--- config.mk ---
export PLATFORM = sky130hd
export DESIGN_NAME = pipeline_hazard_ctrl
export DESIGN_NICKNAME = d
export VERILOG_FILES = /design/src/rtl/pipeline_hazard_ctrl.sv
export SDC_FILE = /design/constraint.sdc
export NUM_CORES = 1
export LEC_CHECK = 0
export ABC_AREA = 0
export CAP_MARGIN = 20
export CORE_MARGIN = 5
export CORE_UTILIZATION = 47
export CTS_BUF_LIST = sky130_fd_sc_hd__clkbuf_4
export DETAILED_ROUTE_END_ITERATION = 8
export PLACE_DENSITY = 0.84
export SETUP_SLACK_MARGIN = 0.2
export SYNTH_ARGS = -nofsm -noshare
export SYNTH_HDL_FRONTEND = slang
export SYNTH_SLANG_ARGS = --single-unit
--- constraint.sdc ---
create_clock -name clock -period 1.6 [get_ports clock]
set_input_delay 0.16 -clock clock [delete_from_list [all_inputs] [get_ports clock]]
set_output_delay 0.16 -clock clock [all_outputs]
set_load 0.01 [all_outputs]
--- src/rtl/pipeline_hazard_ctrl.sv ---
// pipeline_hazard_ctrl: load-use stall, branch flush and EX operand forwarding.
// Define HAZARD_PERF_EN to add the stall_cycles / flush_events counters.
module pipeline_hazard_ctrl #(
    parameter int REG_ADDR_W     = 4,
    parameter int LOAD_USE_STALL = 1,
    parameter int ZERO_REG_EN    = 1
) (
    input  logic                  clock,
    input  logic                  rst,
    input  logic                  id_valid,
    input  logic [REG_ADDR_W-1:0] id_rs1,
    input  logic [REG_ADDR_W-1:0] id_rs2,
    input  logic                  id_rs1_used,
    input  logic                  id_rs2_used,
    input  logic [REG_ADDR_W-1:0] id_rd,
    input  logic                  id_regwrite,
    input  logic                  id_memread,
    input  logic                  ex_branch_taken,
    output logic                  pc_write,
    output logic                  fd_write,
    output logic                  de_bubble,
    output logic                  flush_fd,
    output logic                  flush_de,
    output logic [1:0]            fwd_a_sel,
    output logic [1:0]            fwd_b_sel
`ifdef HAZARD_PERF_EN
    ,
    output logic [15:0]           stall_cycles,
    output logic [15:0]           flush_events
`endif
);

    typedef logic [REG_ADDR_W-1:0] reg_t;

    typedef struct packed {
        logic valid;
        reg_t rd;
        logic regwrite;
        logic memread;
    } ent_t;

    // Counter reload: the detecting cycle is the first bubble.
    localparam logic [1:0] SCNT_LOAD = 2'(LOAD_USE_STALL - 1);

    ent_t       ex_q;
    ent_t       mem_q;
    logic       wb_valid_q;
    logic       wb_regwrite_q;
    reg_t       wb_rd_q;
    reg_t       ex_rs1_q;
    reg_t       ex_rs2_q;
    logic       ex_rs1_used_q;
    logic       ex_rs2_used_q;
    logic [1:0] scnt_q;
    logic       rst_q;

    logic ex_live;
    logic mem_live;
    logic wb_live;
    logic hazard;
    logic in_rst;
    logic branch;
    logic stall;

    function automatic logic live(logic v, logic rw, reg_t rd);
        return v & rw & ~((ZERO_REG_EN != 0) && (rd == '0));
    endfunction

    // Hazard detection and stall/branch arbitration.
    always_comb begin
        ex_live  = live(ex_q.valid, ex_q.regwrite, ex_q.rd);
        mem_live = live(mem_q.valid, mem_q.regwrite, mem_q.rd);
        wb_live  = live(wb_valid_q, wb_regwrite_q, wb_rd_q);
        hazard   = ex_live & ex_q.memread & id_valid &
                   ((id_rs1_used & (id_rs1 == ex_q.rd)) |
                    (id_rs2_used & (id_rs2 == ex_q.rd)));
        in_rst   = rst | rst_q;
        branch   = ex_branch_taken & ~in_rst;
        stall    = ~in_rst & ~branch & (hazard | (scnt_q != 2'd0));
    end

    assign pc_write  = ~stall;
    assign fd_write  = ~stall;
    assign de_bubble = stall;
    assign flush_fd  = branch;
    assign flush_de  = branch;

    // Forwarding selects; MEM wins over WB, loads in MEM never forward.
    always_comb begin
        fwd_a_sel = 2'd0;
        fwd_b_sel = 2'd0;
        if (!in_rst) begin
            if (ex_rs1_used_q && mem_live && !mem_q.memread &&
                mem_q.rd == ex_rs1_q) begin
                fwd_a_sel = 2'd1;
            end else if (ex_rs1_used_q && wb_live && wb_rd_q == ex_rs1_q) begin
                fwd_a_sel = 2'd2;
            end
            if (ex_rs2_used_q && mem_live && !mem_q.memread &&
                mem_q.rd == ex_rs2_q) begin
                fwd_b_sel = 2'd1;
            end else if (ex_rs2_used_q && wb_live && wb_rd_q == ex_rs2_q) begin
                fwd_b_sel = 2'd2;
            end
        end
    end

    // Scoreboard shift and stall counter.
    always_ff @(posedge clock) begin
        if (rst) begin
            ex_q          <= '0;
            mem_q         <= '0;
            wb_valid_q    <= 1'b0;
            wb_regwrite_q <= 1'b0;
            wb_rd_q       <= '0;
            ex_rs1_q      <= '0;
            ex_rs2_q      <= '0;
            ex_rs1_used_q <= 1'b0;
            ex_rs2_used_q <= 1'b0;
            scnt_q        <= 2'd0;
            rst_q         <= 1'b1;
        end else begin
            rst_q         <= 1'b0;
            mem_q         <= ex_q;
            wb_valid_q    <= mem_q.valid;
            wb_regwrite_q <= mem_q.regwrite;
            wb_rd_q       <= mem_q.rd;
            if (branch || stall) begin
                ex_q          <= '0;
                ex_rs1_q      <= '0;
                ex_rs2_q      <= '0;
                ex_rs1_used_q <= 1'b0;
                ex_rs2_used_q <= 1'b0;
            end else begin
                ex_q          <= '{valid: id_valid, rd: id_rd,
                                   regwrite: id_regwrite,
                                   memread: id_memread};
                ex_rs1_q      <= id_rs1;
                ex_rs2_q      <= id_rs2;
                ex_rs1_used_q <= id_rs1_used;
                ex_rs2_used_q <= id_rs2_used;
            end
            if (stall) begin
                scnt_q <= (scnt_q == 2'd0) ? SCNT_LOAD : scnt_q - 2'd1;
            end else begin
                scnt_q <= 2'd0;
            end
        end
    end

`ifdef HAZARD_PERF_EN
    // Saturating stall / flush event counters.
    always_ff @(posedge clock) begin
        if (rst) begin
            stall_cycles <= 16'd0;
            flush_events <= 16'd0;
        end else begin
            if (!pc_write && stall_cycles != 16'hFFFF) begin
                stall_cycles <= stall_cycles + 16'd1;
            end
            if (flush_fd && flush_events != 16'hFFFF) begin
                flush_events <= flush_events + 16'd1;
            end
        end
    end
`endif

endmodule

==> impl_results.md <==
* Status: finished, violations left
* Violated checks: negative setup slack
* Vias at about 1100
* Row count at 20
* Pre-CTS WS at -0.578 ns
* Worst path required time at between 1 and 1.5 ns
* Diode count at 0
* Hold_buf cts at 0
* Die Wd at between 60 and 70 µm
* Setup TNS at -1.45 ns
* Crit Reg-Reg Endpoint: ex_rs2_used_q
* Fin. Hold Viols at 0
* Pre-antenna DRT Iters at 4
* Max-slew headroom at between 70% and 80%
* Sink of the worst hold path: ex_q[4]
* Root Driver: clkbuf_4
* Tot GR Track Use at a little under a fifth
* Critical Path AT at 1.69 ns
* Total CTS buffers at 5
* 1st-iter DRT viols at 32
* Hold path depth at 2
* Static Leak at just over 0.9 nW
* Core Footprint at between 0.002 and 0.003 mm²
* Hpwl dp at 2490 µm
* Via-per-instance ratio at around 5.2
* Post-synth top area share at ~47%
* Min-Delay Startpoint: id_rd[2]
* Clk sink count at 33
* Final nets at 206
* Peak Freq at roughly 540 MHz
* PD cells at between 700 and 800 mW/mm²
* Max Cap Viol at 0
* Post-DRT Antenna Nets at 0
* CP Launch Type: flip-flop
* Tmin final at ~1.9 ns
* Clock slew at reported path FFs at about 0.1 ns
* Tcrit/Tclk final at 116%
* Ranking of synthesized cells by area: dfxtp_1, xnor2_1, xor2_1
* Worst min path class: in -> reg
* Worst-margin pin slew at approximately 0.33 ns
* Yosys reg bits at 33
* Drt wl/cell at around 17 µm
* Largest fanout on the critical path at 4
* Starting density of the core at between 40% and 50%
* Register area share after synthesis at approximately 47%
* Synth area leader: dfxtp_1
* Final clock skew at slightly below 0.006 ns
* Clock buffer depth at 2
* Area Overhead vs Synth at 54.3%
* Reg2Reg Setup Slack at -0.01 ns
* Number of I/O port buffers at 28
* Maximum number of pins on one net before global-route repair at 25
* Post-Syn Area at 0.00142 mm²
* PnR worst setup slack at -0.252 ns
* Final wirelength at about 3600 µm
* Clock latency on the worst-skew pair at 0.34 ns
* Reg2reg start: ex_q[2]
* Mean Syn Cell Area at ~11 µm²
* Type of the worst setup path: reg -> out
* Share of cells above drive strength 1 at ~50%
* Congestion Overflow GR at 0
* Crit. End Element: primary output
* DIE AREA at roughly 0.0042 mm²
* Initial antenna violation count at 0
* Ys Warns at 0
* Setup violations, final at 10
* I/O pins at 29
* Cell count after synthesis at around 130
* DRC errors left at 0
* Max VDD drop at 427 µV
* Slew Viols, Final at 0
* Final Power at between 1.5 and 2 mW
* Gpl congestion at between 0.8 and 0.9
* Netlist cell types at 26
* RSZ-0062 raised after global routing: yes
* Global-route wire length before repair at 5810 µm
* Die Span Y at 64.9 µm
* CTS H-Tree Depth at 2
* CTS tree: built
* Reg2Reg Depth at 6
* Syn nets at between 150 and 200
* Vias in the first global route at roughly 1200
[sequential cells by signal, summed over array words and instances (netlist names)]
register       flops
ex_rs1_q           4
scnt_q             2
ex_q               7
wb_valid_q         1
mem_q              7
wb_rd_q            4
ex_rs1_used_q      1
ex_rs2_used_q      1
ex_rs2_q           4
rst_q              1
wb_regwrite_q      1
[cells in the mapped netlist, drive strengths merged]
| master | number |
|---|---|
| clkbuf | 4 |
| inv | 3 |
| nand2b | 1 |
| a21o | 1 |
| nor2b | 14 |
| ha | 1 |
| and4bb | 8 |
| nor3 | 6 |
| a21oi | 1 |
| nor4bb | 9 |
| nand2 | 4 |
| or3 | 2 |
| and4 | 2 |
| buf | 3 |
| nand4 | 1 |
| or4 | 1 |
| dfxtp | 33 |
| xnor2 | 12 |
| nor2 | 3 |
| nand3 | 4 |
| nor4 | 3 |
| o41ai | 3 |
| xor2 | 12 |
[worst max-delay path: stages (launching register included)]
cell and delay, ns:
dfxtp_4 0.38, buf_4 0.16, or4_4 0.55, nor2b_4 0.16, buf_6 0.11
[final cells by class]
| type | instances | area, µm² |
|---|---|---|
| Multi-Input combinational cell | 88 | 930 |
| Fill cell | 193 | 788 |
| Sequential cell | 33 | 697 |
| Timing Repair Buffer | 54 | 460 |
| Tap cell | 33 | 41.3 |
| Clock buffer | 5 | 37.5 |
| Clock inverter | 3 | 12.5 |
| Inverter | 3 | 11.3 |
[layer usage]
metal,up-vias,track usage (%),share of wire (%)
met5,-,0,0
met4,0,10.3,2.5
met3,6,5.55,5.4
met2,28,32.2,52
met1,542,20.4,40
li1,571,-,-
[layout by cell type, fill, tap and decap left out, types with 2 or more instances in the layout]
| cell | count |
|---|---|
| and4_1 | 2 |
| and4bb_2 | 8 |
| buf_2 | 7 |
| buf_4 | 22 |
| buf_6 | 5 |
| clkbuf_4 | 5 |
| clkdlybuf4s50_1 | 18 |
| clkinv_1 | 2 |
| dfxtp_1 | 20 |
| dfxtp_2 | 5 |
| dfxtp_4 | 8 |
| inv_1 | 2 |
| nand2_1 | 3 |
| nand3_1 | 3 |
| nor2b_1 | 13 |
| nor3_2 | 3 |
| nor3_4 | 2 |
| nor4_1 | 2 |
| nor4bb_1 | 3 |
| nor4bb_2 | 3 |
| nor4bb_4 | 3 |
| o41ai_4 | 2 |
| or3_4 | 2 |
| xnor2_1 | 8 |
| xnor2_2 | 4 |
| xor2_1 | 12 |
[power by group]
group / internal [mW] / leakage, nW / switching (mW) / total, mW
registers: 0.850 / 0.278 / 0.0397 / 0.890
logic: 0.146 / 0.599 / 0.0878 / 0.233
clock network: 0.158 / 0.0300 / 0.271 / 0.430
[kinds of logic (layout without fill, tap and decap cells)]
family                     count (synthesis)  in the layout  synth area share, %
adders and majority gates                  1              1                0.882
and+or+nand+nor                           58             58                 31.0
AOI/OAI and AO/OA                          5              5                 3.00
buffers and inverters                     10             65                 3.70
xor gates and xnor gates                  24             24                 14.8
DFF                                       33             33                 46.6
[worst max-delay path by stage]
stage	cells past startpoint	slack [ns]	from	to
floorplan	7	0.13	ex_q[3]	pc_write
global placement	6	-0.59	rst	fwd_b_sel[1]
detailed placement	6	-0.58	rst	fwd_a_sel[1]
CTS	5	-0.27	scnt_q[1]	fd_write
global route	7	-0.34	ex_q[2]	fd_write
finish	4	-0.25	rst_q	fd_write
[repair_timing]
action,4_1_cts,5_1_grt
setup endpoints to repair,27,28
setup buffers,5,2
pin swaps,15,5
resized for setup,68,27
[per-stage QoR]
step	hold slack, ns	instances	area (µm²)	utilization, %
5_1_grt	0.347	219	2190	73.5
4_1_cts	0.346	217	2050	68.9
6_report	0.356	219	2190	73.5
3_3_place_gp	0.396	204	1880	63.0
3_5_place_dp	0.405	204	1880	63.0
2_1_floorplan	0.188	131	1460	-
Note: power is estimated with default switching activity, not from simulation.
